File: src/rtl/mem_arbiter_pkg.sv
`default_nettype none
// ============================================================================
// Module      : mem_arbiter_pkg
// Description : Shared definitions for the memory arbiter: load/store op
//               codes, arbiter state encodings, the op -> beat-count decode
//               and the IO-select test on the address select field.
// Revision    : 1.0 - initial release
// ============================================================================
package mem_arbiter_pkg;

    // Load/store op codes carried on ls_op
    localparam logic [6:0] c_op_lb  = 7'd1;
    localparam logic [6:0] c_op_lh  = 7'd2;
    localparam logic [6:0] c_op_lw  = 7'd3;
    localparam logic [6:0] c_op_lbu = 7'd4;
    localparam logic [6:0] c_op_lhu = 7'd5;
    localparam logic [6:0] c_op_sb  = 7'd6;
    localparam logic [6:0] c_op_sh  = 7'd7;
    localparam logic [6:0] c_op_sw  = 7'd8;

    // Arbiter state encodings
    localparam logic [1:0] c_st_idle  = 2'd0;
    localparam logic [1:0] c_st_fetch = 2'd1;
    localparam logic [1:0] c_st_load  = 2'd2;
    localparam logic [1:0] c_st_store = 2'd3;

    typedef enum logic [1:0] {
        ST_IDLE  = c_st_idle,
        ST_FETCH = c_st_fetch,
        ST_LOAD  = c_st_load,
        ST_STORE = c_st_store
    } state_t;

    // Value of the address select field that marks an IO access
    localparam logic [1:0] c_io_sel = 2'b11;

    // Instruction fetches are always full words
    localparam logic [2:0] c_fetch_beats = 3'd4;

    // Number of byte beats an op needs
    function automatic logic [2:0] op_beats(input logic [6:0] op);
        case (op)
            c_op_lb, c_op_lbu, c_op_sb: return 3'd1;
            c_op_lh, c_op_lhu, c_op_sh: return 3'd2;
            default:                    return 3'd4;
        endcase
    endfunction

    function automatic logic is_io_sel(input logic [1:0] sel);
        return (sel == c_io_sel);
    endfunction

endpackage
`default_nettype wire

File: src/rtl/mem_arbiter_load_extend.sv
`default_nettype none
// ============================================================================
// Module      : mem_load_extend
// Description : Combinational load-result formatter. Takes the assembled
//               little-endian word and the load op and returns the sign- or
//               zero-extended result.
// Ports       : i_word [31:0] assembled bytes, lane k = byte k
//               i_op   [6:0]  load op code
//               o_res  [31:0] extended load result
// Revision    : 1.0 - initial release
// ============================================================================
module mem_load_extend
    import mem_arbiter_pkg::*;
(
    input  logic [31:0] i_word,
    input  logic [6:0]  i_op,
    output logic [31:0] o_res
);

    always_comb begin
        o_res = i_word;
        case (i_op)
            c_op_lb:  o_res = {{24{i_word[7]}}, i_word[7:0]};
            c_op_lh:  o_res = {{16{i_word[15]}}, i_word[15:0]};
            c_op_lbu: o_res = {24'd0, i_word[7:0]};
            c_op_lhu: o_res = {16'd0, i_word[15:0]};
            default:  o_res = i_word;
        endcase
    end

endmodule
`default_nettype wire

File: src/rtl/mem_arbiter.sv
`default_nettype none
// ============================================================================
// Module      : mem_arbiter
// Description : Sole owner of the byte-wide RAM/IO port. Arbitrates between
//               instruction fetch (4-byte reads) and the load/store buffer
//               (1/2/4-byte accesses), serialises each access into byte
//               beats, assembles/extends read data and stalls IO stores
//               while the IO buffer is full.
// Ports       : clk, rst (async, active-high), rdy (global enable)
//               wrong_commit           - flush; aborts fetch/load in flight
//               fetch_req/addr         - fetch request (level)
//               fetch_valid/data       - fetch completion pulse + word
//               ls_enable/addr/data/is_load/op - load/store request (level)
//               ls_valid/res           - load/store completion pulse + result
//               mem_din/dout/a/wr      - byte RAM port
//               io_buffer_full         - IO write FIFO full
// Revision    : 1.0 - initial release
// ============================================================================
module mem_arbiter
    import mem_arbiter_pkg::*;
#(
    parameter int IO_SEL_HI = 17,
    parameter int IO_SEL_LO = 16
) (
    input  logic        clk,
    input  logic        rst,
    input  logic        rdy,
    input  logic        wrong_commit,
    input  logic        fetch_req,
    input  logic [31:0] fetch_addr,
    output logic        fetch_valid,
    output logic [31:0] fetch_data,
    input  logic        ls_enable,
    input  logic [31:0] ls_addr,
    input  logic [31:0] ls_data,
    input  logic        ls_is_load,
    input  logic [6:0]  ls_op,
    output logic        ls_valid,
    output logic [31:0] ls_res,
    input  logic [7:0]  mem_din,
    output logic [7:0]  mem_dout,
    output logic [31:0] mem_a,
    output logic        mem_wr,
    input  logic        io_buffer_full
);

    state_t      r_state, w_state;
    logic [2:0]  r_cnt, w_cnt;
    logic [31:0] r_addr, w_addr;
    logic [31:0] r_data, w_data;
    logic [6:0]  r_op, w_op;
    logic [31:0] r_buf, w_buf;
    logic [31:0] r_mem_a, w_mem_a;
    logic [7:0]  r_mem_dout, w_mem_dout;
    logic        r_mem_wr, w_mem_wr;
    logic        r_fetch_valid, w_fetch_valid;
    logic [31:0] r_fetch_data, w_fetch_data;
    logic        r_ls_valid, w_ls_valid;
    logic [31:0] r_ls_res, w_ls_res;

    logic [2:0]  w_beats;
    logic [1:0]  w_lane;
    logic [31:0] w_merged;
    logic [31:0] w_ext;
    logic        w_io_stall;

    assign w_beats    = (r_state == ST_FETCH) ? c_fetch_beats : op_beats(r_op);
    assign w_io_stall = io_buffer_full && is_io_sel(r_addr[IO_SEL_HI:IO_SEL_LO]);

    // In a read state r_cnt counts address beats already issued, so the byte
    // on mem_din belongs to lane r_cnt-1 (one cycle of RAM latency). The last
    // byte is merged straight from mem_din into the result.
    assign w_lane = r_cnt[1:0] - 2'd1;

    always_comb begin
        w_merged = r_buf;
        w_merged[{w_lane, 3'b000} +: 8] = mem_din;
    end

    mem_load_extend u_load_extend (
        .i_word (w_merged),
        .i_op   (r_op),
        .o_res  (w_ext)
    );

    always_comb begin
        w_state       = r_state;
        w_cnt         = r_cnt;
        w_addr        = r_addr;
        w_data        = r_data;
        w_op          = r_op;
        w_buf         = r_buf;
        w_mem_a       = r_mem_a;
        w_mem_dout    = r_mem_dout;
        w_mem_wr      = 1'b0;
        w_fetch_valid = 1'b0;
        w_fetch_data  = r_fetch_data;
        w_ls_valid    = 1'b0;
        w_ls_res      = r_ls_res;

        case (r_state)
            ST_IDLE: begin
                // A flush cycle never starts a new access
                if (!wrong_commit) begin
                    if (ls_enable) begin
                        w_addr  = ls_addr;
                        w_op    = ls_op;
                        w_data  = ls_data;
                        w_buf   = 32'd0;
                        w_cnt   = 3'd0;
                        w_mem_a = ls_addr;
                        w_state = ls_is_load ? ST_LOAD : ST_STORE;
                    end else if (fetch_req) begin
                        w_addr  = fetch_addr;
                        w_buf   = 32'd0;
                        w_cnt   = 3'd0;
                        w_mem_a = fetch_addr;
                        w_state = ST_FETCH;
                    end
                end
            end

            ST_FETCH, ST_LOAD: begin
                if (wrong_commit) begin
                    w_state = ST_IDLE;
                end else begin
                    w_cnt = r_cnt + 3'd1;
                    if (r_cnt != 3'd0) begin
                        w_buf = w_merged;
                    end
                    if (r_cnt == w_beats) begin
                        w_state = ST_IDLE;
                        if (r_state == ST_FETCH) begin
                            w_fetch_valid = 1'b1;
                            w_fetch_data  = w_merged;
                        end else begin
                            w_ls_valid = 1'b1;
                            w_ls_res   = w_ext;
                        end
                    end else if ((r_cnt + 3'd1) < w_beats) begin
                        w_mem_a = r_addr + {29'd0, r_cnt} + 32'd1;
                    end
                end
            end

            ST_STORE: begin
                // Stores have already committed, so a flush does not stop them
                if (r_cnt == w_beats) begin
                    w_state    = ST_IDLE;
                    w_ls_valid = 1'b1;
                    w_ls_res   = 32'd0;
                end else if (!w_io_stall) begin
                    w_mem_a    = r_addr + {29'd0, r_cnt};
                    w_mem_dout = r_data[{r_cnt[1:0], 3'b000} +: 8];
                    w_mem_wr   = 1'b1;
                    w_cnt      = r_cnt + 3'd1;
                end
            end

            default: w_state = ST_IDLE;
        endcase
    end

    always_ff @(posedge clk or posedge rst) begin
        if (rst) begin
            r_state       <= ST_IDLE;
            r_cnt         <= 3'd0;
            r_addr        <= 32'd0;
            r_data        <= 32'd0;
            r_op          <= 7'd0;
            r_buf         <= 32'd0;
            r_mem_a       <= 32'd0;
            r_mem_dout    <= 8'd0;
            r_mem_wr      <= 1'b0;
            r_fetch_valid <= 1'b0;
            r_fetch_data  <= 32'd0;
            r_ls_valid    <= 1'b0;
            r_ls_res      <= 32'd0;
        end else if (rdy) begin
            r_state       <= w_state;
            r_cnt         <= w_cnt;
            r_addr        <= w_addr;
            r_data        <= w_data;
            r_op          <= w_op;
            r_buf         <= w_buf;
            r_mem_a       <= w_mem_a;
            r_mem_dout    <= w_mem_dout;
            r_mem_wr      <= w_mem_wr;
            r_fetch_valid <= w_fetch_valid;
            r_fetch_data  <= w_fetch_data;
            r_ls_valid    <= w_ls_valid;
            r_ls_res      <= w_ls_res;
        end
    end

    assign mem_a       = r_mem_a;
    assign mem_dout    = r_mem_dout;
    assign mem_wr      = r_mem_wr;
    assign fetch_valid = r_fetch_valid;
    assign fetch_data  = r_fetch_data;
    assign ls_valid    = r_ls_valid;
    assign ls_res      = r_ls_res;

endmodule
`default_nettype wire
File: config.mk
export PLATFORM = sky130hd
export DESIGN_NAME = mem_arbiter
export DESIGN_NICKNAME = d
export VERILOG_FILES = /design/src/rtl/mem_arbiter_pkg.sv /design/src/rtl/mem_arbiter_load_extend.sv /design/src/rtl/mem_arbiter.sv
export SDC_FILE = /design/constraint.sdc
export NUM_CORES = 1
export LEC_CHECK = 0
export ABC_AREA = 1
export ABC_CLOCK_PERIOD_IN_PS = 16000
export BUFFER_PORTS_ARGS = -buffer_cell sky130_fd_sc_hd__buf_4
export CAP_MARGIN = 25
export CORE_AREA = 5 5 154 267
export CTS_BUF_LIST = sky130_fd_sc_hd__clkbuf_8
export CTS_CLUSTER_DIAMETER = 40
export DETAILED_ROUTE_END_ITERATION = 8
export DIE_AREA = 0 0 159 272
export PLACE_DENSITY = 0.59
export SKIP_LAST_GASP = 1
export SLEW_MARGIN = 20
export SYNTH_ARGS = -nofsm -noshare
export SYNTH_HDL_FRONTEND = slang
export SYNTH_HIERARCHICAL = 1
export SYNTH_SLANG_ARGS = --single-unit
File: constraint.sdc
create_clock -name clk -period 16 [get_ports clk]
set_clock_uncertainty 0.15 [all_clocks]
set_input_delay 1.6 -clock clk [delete_from_list [all_inputs] [get_ports clk]]
set_output_delay 1.6 -clock clk [all_outputs]
set_load 0.01 [all_outputs]
# Word level (Yosys, flattened, before mapping)
# Cells that the tools add are included.
# totals
ff_bits	215
wordCells	115
output_inout_bits	107
in_bits	119
# classes
n_bitwise	3
muxes	50
magnitude_cmp	1
n_eq_ne	22
shifts	3
add_sub_neg	5
reduce_logical	18
# ops
op	count
two-way mux 32 bit	17
one-hot mux 32 bit (2 select lines)	2
one-hot mux 32 bit (4 select lines)	1
one-hot mux 32 bit (3 select lines)	1
adder 32 x 1 -> 32 bit, second input constant	1
adder 32 x 3 -> 32 bit	1
bitwise mux 32 bit	1
variable shift 8 x 7 -> 32 bit, first input constant	1
indexed part select 32 x 6 -> 8 bit	1
indexed part select 8 x 7 -> 32 bit	1
== test 7 x 3 -> 1 bit, second input constant	4
two-way mux 3 bit	7
inequality test 2 bit, second input constant	10
AND reduction 6 bit	3
two-way mux 1 bit	12
AND reduction 4 bit	3
two-way mux 2 bit	5
one-hot mux 3 bit (3 select lines)	1
AND reduction 8 bit	1
== test 7 x 1 -> 1 bit, second input constant	1
== test 7 x 2 -> 1 bit, second input constant	1
negation 5 -> 7 bit	1
== test 2 bit, second input constant	3
one-hot mux 2 bit (3 select lines)	1
17 further kinds	22

# Logic depth before layout (Yosys ltp)
# Gate-level depths: netlist of run 1.
# depth
word_depth	9
depth_mapped	21
depth_no_buf	21

# By module
# Netlist of run 1, hierarchy kept.
# by_module_without_submodules
module	seq_area_each_um2	area_each_um2	n_inst	cells_per_inst
mem_arbiter	5380.2	12630.9	1	1735
mem_load_extend	0.0	723.2	1	126

# Worst setup path after synthesis of run 1
# OpenSTA, ideal clock, no wires.
# synth_timing
path_kind	in2reg
start	input port ls_enable
end	register r_mem_a[21], in the netlist mem_a[21]
path_stages	12
setup_ns	0.116
required_ns	15.734
slack_ns	12.769
n_path_buf	2
arrival_ns	2.964
path_cell_list	buf_2 nor2_1 nor2_1 o21ai_1 nor2_1 nand2_2 nor2_2 inv_2 buf_2 nor2_1 nand2_1 nand2_1
# synth_between
elab_chain_cells	3
elab_cells_between_ends	5
classes_between	eq/ne (1); mux (3); reduce/logical (1)
# synth_rtl
element	line	rtl
start: declaration	mem_arbiter.sv:33	input logic ls_enable,
two-way mux 32 bit	mem_arbiter.sv:105	if (ls_enable) begin
two-way mux 32 bit	mem_arbiter.sv:104	if (!wrong_commit) begin
one-hot mux 32 bit (3 select lines)	mem_arbiter.sv:101	case (r_state)
end signal: assignment	mem_arbiter.sv:186	r_mem_a <= w_mem_a;
end: declaration	mem_arbiter.sv:53	logic [31:0] r_mem_a, w_mem_a;
# Parallel ways exist; a longest one is shown, timed or not. The select of a mux whose other input is x is not followed.
# A chain may end at the register's enable or synchronous reset.

# Worst setup path after layout of run 1
# layout_timing
start	register r_cnt[0]
end	register r_mem_a[31], in the netlist mem_a[31]
# layout_between
elab_chain_cells	6
elab_cells_between_ends	15
classes_between	add/sub (3); order compare (1); eq/ne (4); mux (6); reduce/logical (1)
# layout_rtl
element	line	rtl
start: declaration	mem_arbiter.sv:48	logic [2:0] r_cnt, w_cnt;
start signal: assignment	mem_arbiter.sv:181	r_cnt <= w_cnt;
adder 32 x 3 -> 32 bit	mem_arbiter.sv:141, mem_arbiter.sv:153	
adder 32 x 1 -> 32 bit	mem_arbiter.sv:141	w_mem_a = r_addr + {29'd0, r_cnt} + 32'd1;
two-way mux 32 bit	mem_arbiter.sv:140	end else if ((r_cnt + 3'd1) < w_beats) begin
two-way mux 32 bit	mem_arbiter.sv:131	if (r_cnt == w_beats) begin
two-way mux 32 bit	mem_arbiter.sv:124	if (wrong_commit) begin
one-hot mux 32 bit (3 select lines)	mem_arbiter.sv:101	
# Parallel ways exist; a longest one is shown, timed or not. The select of a mux whose other input is x is not followed.

==> metrics.txt, run 1 <==
unrepaired setup endpoints after global routing=no; Syn. warnings=6; Worst path max stage delay=around 0.74 ns; 1st-pass router iterations=5; outcome=finished, final reports clean; pre-CTS setup slack=approximately 12 ns; DIE AREA=around 43000 µm²; DR vias/cell=5.06; Core Box Area=slightly below 40000 µm²; Fmax=approximately 0.24 GHz; Wirelength per Cell=around 19 µm; Final min period=4.13 ns; worst-path cell chain=buf_4, ha_1, inv_1, fa_1, inv_1, nand2_1, nand2_2, nand2_4, nor2_8, nand2_1, nand2_1, nand2_1, nor2_1, nand2_1, nor2_1, nand3_1, nand2_1, nand3_1, nand2_1, nand2_1, nand2_1; total negative setup slack=0 ns; startpoint types=register; Max VDD drop=~0.075 mV; boundary pin count=about 230; crit share post-route=0.258; die width=roughly 160 µm; Worst Max-Slew Pin Slew=0.989 ns; CTS sink cnt=around 220; area share of the largest cell type after synthesis=0.403; DRT Wirelength=48.1 mm; largest buffer count on any clock path=3; initial drt markers=approximately 810; slowest CP cell=dfrtp_1; clock buffer count from CTS=39; vias in the first global route=roughly 13000; Critical path buffers and inverters=3; worst setup margin=~12 ns; Layout Nets=between 2000 and 2500; layout cells sized above 1=0.204; Clk pin slew, worst setup/hold paths=roughly 0.060 ns; cts hold-fix bufs=0; Initial Util=0.344; Worst path most repeated cell=nand2_1; clk root buf=clkbuf_8; final setup fails=0; commonest non-fill, non-tap cell in the layout=nand2_1; Final Max Tran Viols=0; largest fanout on the critical path=28; most frequent cells in the layout=580 x nand2_1, 235 x buf_4, 215 x dfrtp_1; Worst setup EP type=register; synthesized area per cell=just over 7 µm²; Max-Cap Viols=0; Hold Vio Cnt, Final=0; CP Launch Point=r_cnt[0]$_DFFE_PP0P_; Synth Instances=1861; count of cell types in the netlist=45; total track usage=0.216; Seq/Total Area, Yosys=0.403; CP delay by family, top=simple AND/OR/NAND/NOR gates; Hold Crit Class=reg2reg; Async SR Flop Fraction=1.00; global-route wire length before repair=74.1 mm; GP Congestion=between 0.9 and 1; CTS tree=built; crit path kind=reg2reg; largest area contributor in the netlist=dfrtp_1; synthesized area=between 10000 and 15000 µm²; DRC=0; Relative slew margins=0.339; Post-CTS Setup Repair Bufs=0; Post-synth EDFFs=0; clock latency on the worst-skew pair=around 0.56 ns; DR vias=13000; worst path required time=~16 ns; Final ANT Viol Nets=0; hold_sp=mem_a[31]$_DFFE_PP0P_; GR Overflow Total=0; LEAKAGE=around 8.2 nW; ys flop type=dfrtp_1; IO buf count=~230; initial antenna violation count=3; Die H=272 µm; Fillers=between 4000 and 5000; largest net degree at the start of global routing=a little under 80; area grow syn2layout=20.6%; CTS resizes=0; Area contributors post-synth=dfrtp_1 40%, nand2_1 16%, nand3_1 6.1%; syn_nets=around 2000; P per Cell Area=between 150 and 200 nW/µm²; Critical Path AT=between 4 and 5 ns; worst r2r src=r_cnt[0]$_DFFE_PP0P_; Synth Register Bits=215; H-tree lvl count=2; post-DP HPWL=approximately 37 mm; Site Rows=96
-- Yosys cell counts, types with 6 or more instances --
master    instances
a21oi_1          47
buf_2            17
buf_4             9
buf_6             6
clkbuf_1         51
dfrtp_1         215
ha_1             17
inv_1           184
inv_2            17
mux2_2           32
nand2_1         580
nand2_2          29
nand2_4           9
nand3_1         162
nand4_1          43
nor2_1          161
nor2_2           17
nor2_4            9
nor2_8            7
nor3_1            6
o211ai_1         10
o21ai_0         151
o21ai_1          12
o22ai_1          18
o32ai_1           9
-- worst min-delay path: stages, from the launching register on --
cell	delay (ns)
dfrtp_1	0.34
nand2_1	0.05
nand2_1	0.05
-- cells by family after synthesis --
group                    share of synthesized area
XOR/XNOR                                   0.00262
multiplexers                                0.0300
AND/OR/NAND/NOR                              0.349
buffers and inverters                       0.0913
adder cells (fa/ha/maj)                     0.0174
AO/OA/AOI/OAI                                0.107
flip-flops                                   0.403
-- metal layers --
layer | global-route usage | vias up | wire length (µm)
met5 | 0 | - | 0
met4 | 0.139 | 0 | 3400
met3 | 0.0386 | 142 | 2460
met2 | 0.408 | 427 | 25800
met1 | 0.214 | 6050 | 16500
li1 | - | 6381 | -
-- flip-flops by register name (all words and copies together) (netlist names) --
name	count
r_data	32
r_addr	32
r_cnt	3
mem_dout	8
r_buf	32
mem_wr	1
r_state	2
r_op	7
ls_res	32
mem_a	32
fetch_data	32
ls_valid	1
fetch_valid	1
-- metrics by stage --
step | power (mW) | instance area, µm² | hold WS, ns | util | instances
6_report | 3.01 | 16100 | 0.331 | 0.415 | 2568
2_1_floorplan | 1.95 | 13400 | 0.307 | - | 1861
5_1_grt | 3.26 | 16100 | 0.350 | 0.415 | 2568
3_5_place_dp | 2.50 | 15300 | 0.318 | 0.395 | 2498
3_3_place_gp | 2.47 | 15300 | 0.318 | 0.395 | 2498
4_1_cts | 3.04 | 16100 | 0.337 | 0.414 | 2564
-- final cells by class --
| cell class | count | area (µm²) | share of cell area |
|---|---|---|---|
| antenna | 3 | 7.51 | 0.000466 |
| clock buffer | 47 | 647 | 0.0402 |
| clock inverter | 19 | 123 | 0.00761 |
| inverter | 204 | 776 | 0.0482 |
| multi-input combinational | 1353 | 6770 | 0.420 |
| sequential | 215 | 5380 | 0.334 |
| tap | 490 | 613 | 0.0381 |
| timing repair buffer | 237 | 1790 | 0.111 |
-- power by group --
part / total (mW) / switching [mW] / internal (mW)
combinational: 1.53 / 1.02 / 0.519
sequential: 0.953 / 0.177 / 0.776
clock: 0.525 / 0.242 / 0.283
total: 3.01 / 1.43 / 1.58
-- worst paths after layout --
kind                                          to  slack [ns]  cells after the start
hold reg to reg            mem_a[31]$_DFFE_PP0P_        0.33                      2
max in group asynchronous  mem_a[16]$_DFFE_PP0P_       12.71                      4
setup / recovery           mem_a[31]$_DFFE_PP0P_       11.87                     21
setup reg to reg           mem_a[31]$_DFFE_PP0P_       11.87                     21
hold / removal             mem_a[31]$_DFFE_PP0P_        0.33                      2
min in group asynchronous  r_data[2]$_DFFE_PP0P_        0.94                      2
No activity file was read; power rests on OpenSTA's default activity.
==> inputs of run 2 (changes only) <==
--- a/config.mk
+++ b/config.mk
@@ -6,7 +6,7 @@
 export NUM_CORES = 1
 export LEC_CHECK = 0
 export ABC_AREA = 1
-export ABC_CLOCK_PERIOD_IN_PS = 16000
+export ABC_CLOCK_PERIOD_IN_PS = 3500
 export BUFFER_PORTS_ARGS = -buffer_cell sky130_fd_sc_hd__buf_4
 export CAP_MARGIN = 25
 export CORE_AREA = 5 5 154 267
@@ -14,7 +14,7 @@
 export CTS_CLUSTER_DIAMETER = 40
 export DETAILED_ROUTE_END_ITERATION = 8
 export DIE_AREA = 0 0 159 272
-export PLACE_DENSITY = 0.59
+export PLACE_DENSITY = 0.61
 export SKIP_LAST_GASP = 1
 export SLEW_MARGIN = 20
 export SYNTH_ARGS = -nofsm -noshare
==> constraint.sdc (replaced) <==
create_clock -name clk -period 3.5 [get_ports clk]
set_clock_uncertainty 0.15 [all_clocks]
set_input_delay 0.35 -clock clk [delete_from_list [all_inputs] [get_ports clk]]
set_output_delay 0.35 -clock clk [all_outputs]
set_load 0.01 [all_outputs]
==> metrics.txt, run 2 (synthesis gave the netlist of run 1 again) <==
largest fanout on the critical path=43 (+54%); clock latency on the worst-skew pair=0.55 ns (about the same); Clk pin slew, worst setup/hold paths=0.06 ns (about the same); Fmax=0.300 GHz (+24%); outcome=finished, final reports clean; P per Cell Area=854 nW/µm² (+360%); Die H=272 µm (unchanged); Wirelength per Cell=19.3 µm (+2.7%); hold_sp=ls_addr[0]; area grow syn2layout=26.9%; worst setup margin=0.171 ns (-11.70 ns); Site Rows=96 (unchanged); crit path kind=reg2reg; post-DP HPWL=38.7 mm (+4.8%); Relative slew margins=0.332 (-0.00653); crit share post-route=0.951 (+0.693); Layout Nets=2262 (+3.4%); Worst setup EP type=register; commonest non-fill, non-tap cell in the layout=nand2_1; final setup fails=0 (unchanged); DRT Wirelength=50.9 mm (+5.7%); Min Hold Slack=0.0229 ns (-0.308 ns); Critical Path AT=3.66 ns (-0.81 ns); LEAKAGE=8.59 nW (+4.5%); Total Power=14.5 mW (+380%); Max-Cap Viols=0 (unchanged); Max VDD drop=0.451 mV (+500%); largest buffer count on any clock path=3 (unchanged); Core Box Area=38800 µm² (unchanged); Hold Crit Class=in2reg; CTS sink cnt=215 (unchanged); layout cells sized above 1=0.212 (+0.00812); IO buf count=225 (unchanged); total track usage=0.229 (+0.0133); GP Congestion=1.00 (+3.9%); Final min period=3.33 ns (-0.801 ns); clk root buf=clkbuf_8; worst path required time=3.83 ns (-12.51 ns); Worst Max-Slew Pin Slew=0.996 ns (+0.00641 ns); boundary pin count=226 (unchanged); Hold Vio Cnt, Final=0 (unchanged); Final ANT Viol Nets=0 (unchanged); CP Launch Point=r_cnt[0]$_DFFE_PP0P_; clock buffer count from CTS=40 (+2.6%); GR Overflow Total=0 (unchanged); initial antenna violation count=2 (-1); startpoint types=register; Final Max Tran Viols=0 (unchanged); Initial Util=0.344 (unchanged); most frequent cells in the layout=580 x nand2_1, 256 x buf_4, 215 x dfrtp_1; initial drt markers=812 (-0.25%); 1st-pass router iterations=5 (unchanged); worst r2r src=r_cnt[0]$_DFFE_PP0P_; Final Cell Area=17000 µm² (+5.3%); die width=159 µm (unchanged); DRC=0 (unchanged); global-route wire length before repair=78.3 mm (+5.7%); Placed Area=15600 µm² (+1.8%); DIE AREA=43200 µm² (unchanged); CTS tree=built; vias in the first global route=13700 (+4.8%); H-tree lvl count=2 (unchanged); pre-CTS setup slack=0.245 ns (-11.47 ns); DR vias/cell=5.12 (+1.1%); largest net degree at the start of global routing=65 (-18%); unrepaired setup endpoints after global routing=yes; DR vias=13500 (+4.0%); total negative setup slack=0 ns (unchanged)
[run 2: changes by cell type in the layout (fill, tap and decap cells not counted), moves of 2 or more]
cell,before,now
dlygate4sd3_1,0,49
buf_4,235,256
buf_12,0,5
clkinvlp_4,1,6
inv_1,195,190
bufinv_16,1,4
clkinv_2,1,3
clkinv_4,2,0
[run 2: per-layer routing]
| layer | track usage | wire length [µm] | up-vias |
|---|---|---|---|
| li1 | - | - | 6529 |
| met1 | 0.226 | 17400 | 6407 |
| met2 | 0.436 | 27500 | 445 |
| met3 | 0.0366 | 2350 | 141 |
| met4 | 0.153 | 3660 | 0 |
| met5 | 0 | 0 | - |
[run 2: area by class of cell]
class,count,area [µm²]
Fill cell,3955,21800
Multi-Input combinational cell,1353,6770
Sequential cell,215,5380
Timing Repair Buffer,311,2540
Inverter,204,772
Clock buffer,48,661
Tap cell,490,613
Clock inverter,20,208
Antenna cell,2,5.00
[run 2: report_power, final]
group | switching, mW | internal [mW]
clock network | 1.16 | 1.55
logic | 4.87 | 2.59
registers | 0.774 | 3.55
total | 6.80 | 7.68
[run 2: repair_timing]
action,in CTS,in global routing
endpoints found under the setup margin,0,19
hold endpoints to repair,69,0
hold buffers,49,0
buffers inserted,0,0
gates resized for setup,0,1
[run 2: metrics by stage]
step                      std cells   util
after floorplan                1861      -
after global placement         2523  0.401
after detailed placement       2524  0.402
after CTS                      2641  0.437
after global routing           2643  0.437
final                          2643  0.437
[run 2: worst max-delay path, cell delays in order, from the launching register on]
cell,delay (ns)
dfrtp_1,0.37
buf_4,0.42
inv_1,0.30
ha_1,0.47
nand3b_1,0.29
o32ai_1,0.74
nand3_1,0.14
nand2_1,0.10
nor2_1,0.04
nand2_1,0.05
nand3_1,0.07
o21ai_0,0.09
[run 2: final timing paths]
check | end | slack, ns | cells past startpoint
max | ls_res[11]$_DFFE_PP0P_ | 0.17 | 11
max reg2reg | ls_res[11]$_DFFE_PP0P_ | 0.17 | 11
min in group asynchronous | mem_a[31]$_DFFE_PP0P_ | 0.30 | 3
min reg2reg | mem_a[31]$_DFFE_PP0P_ | 0.33 | 2
min | r_addr[0]$_DFFE_PP0P_ | 0.02 | 3
max in group asynchronous | r_data[20]$_DFFE_PP0P_ | 1.96 | 5
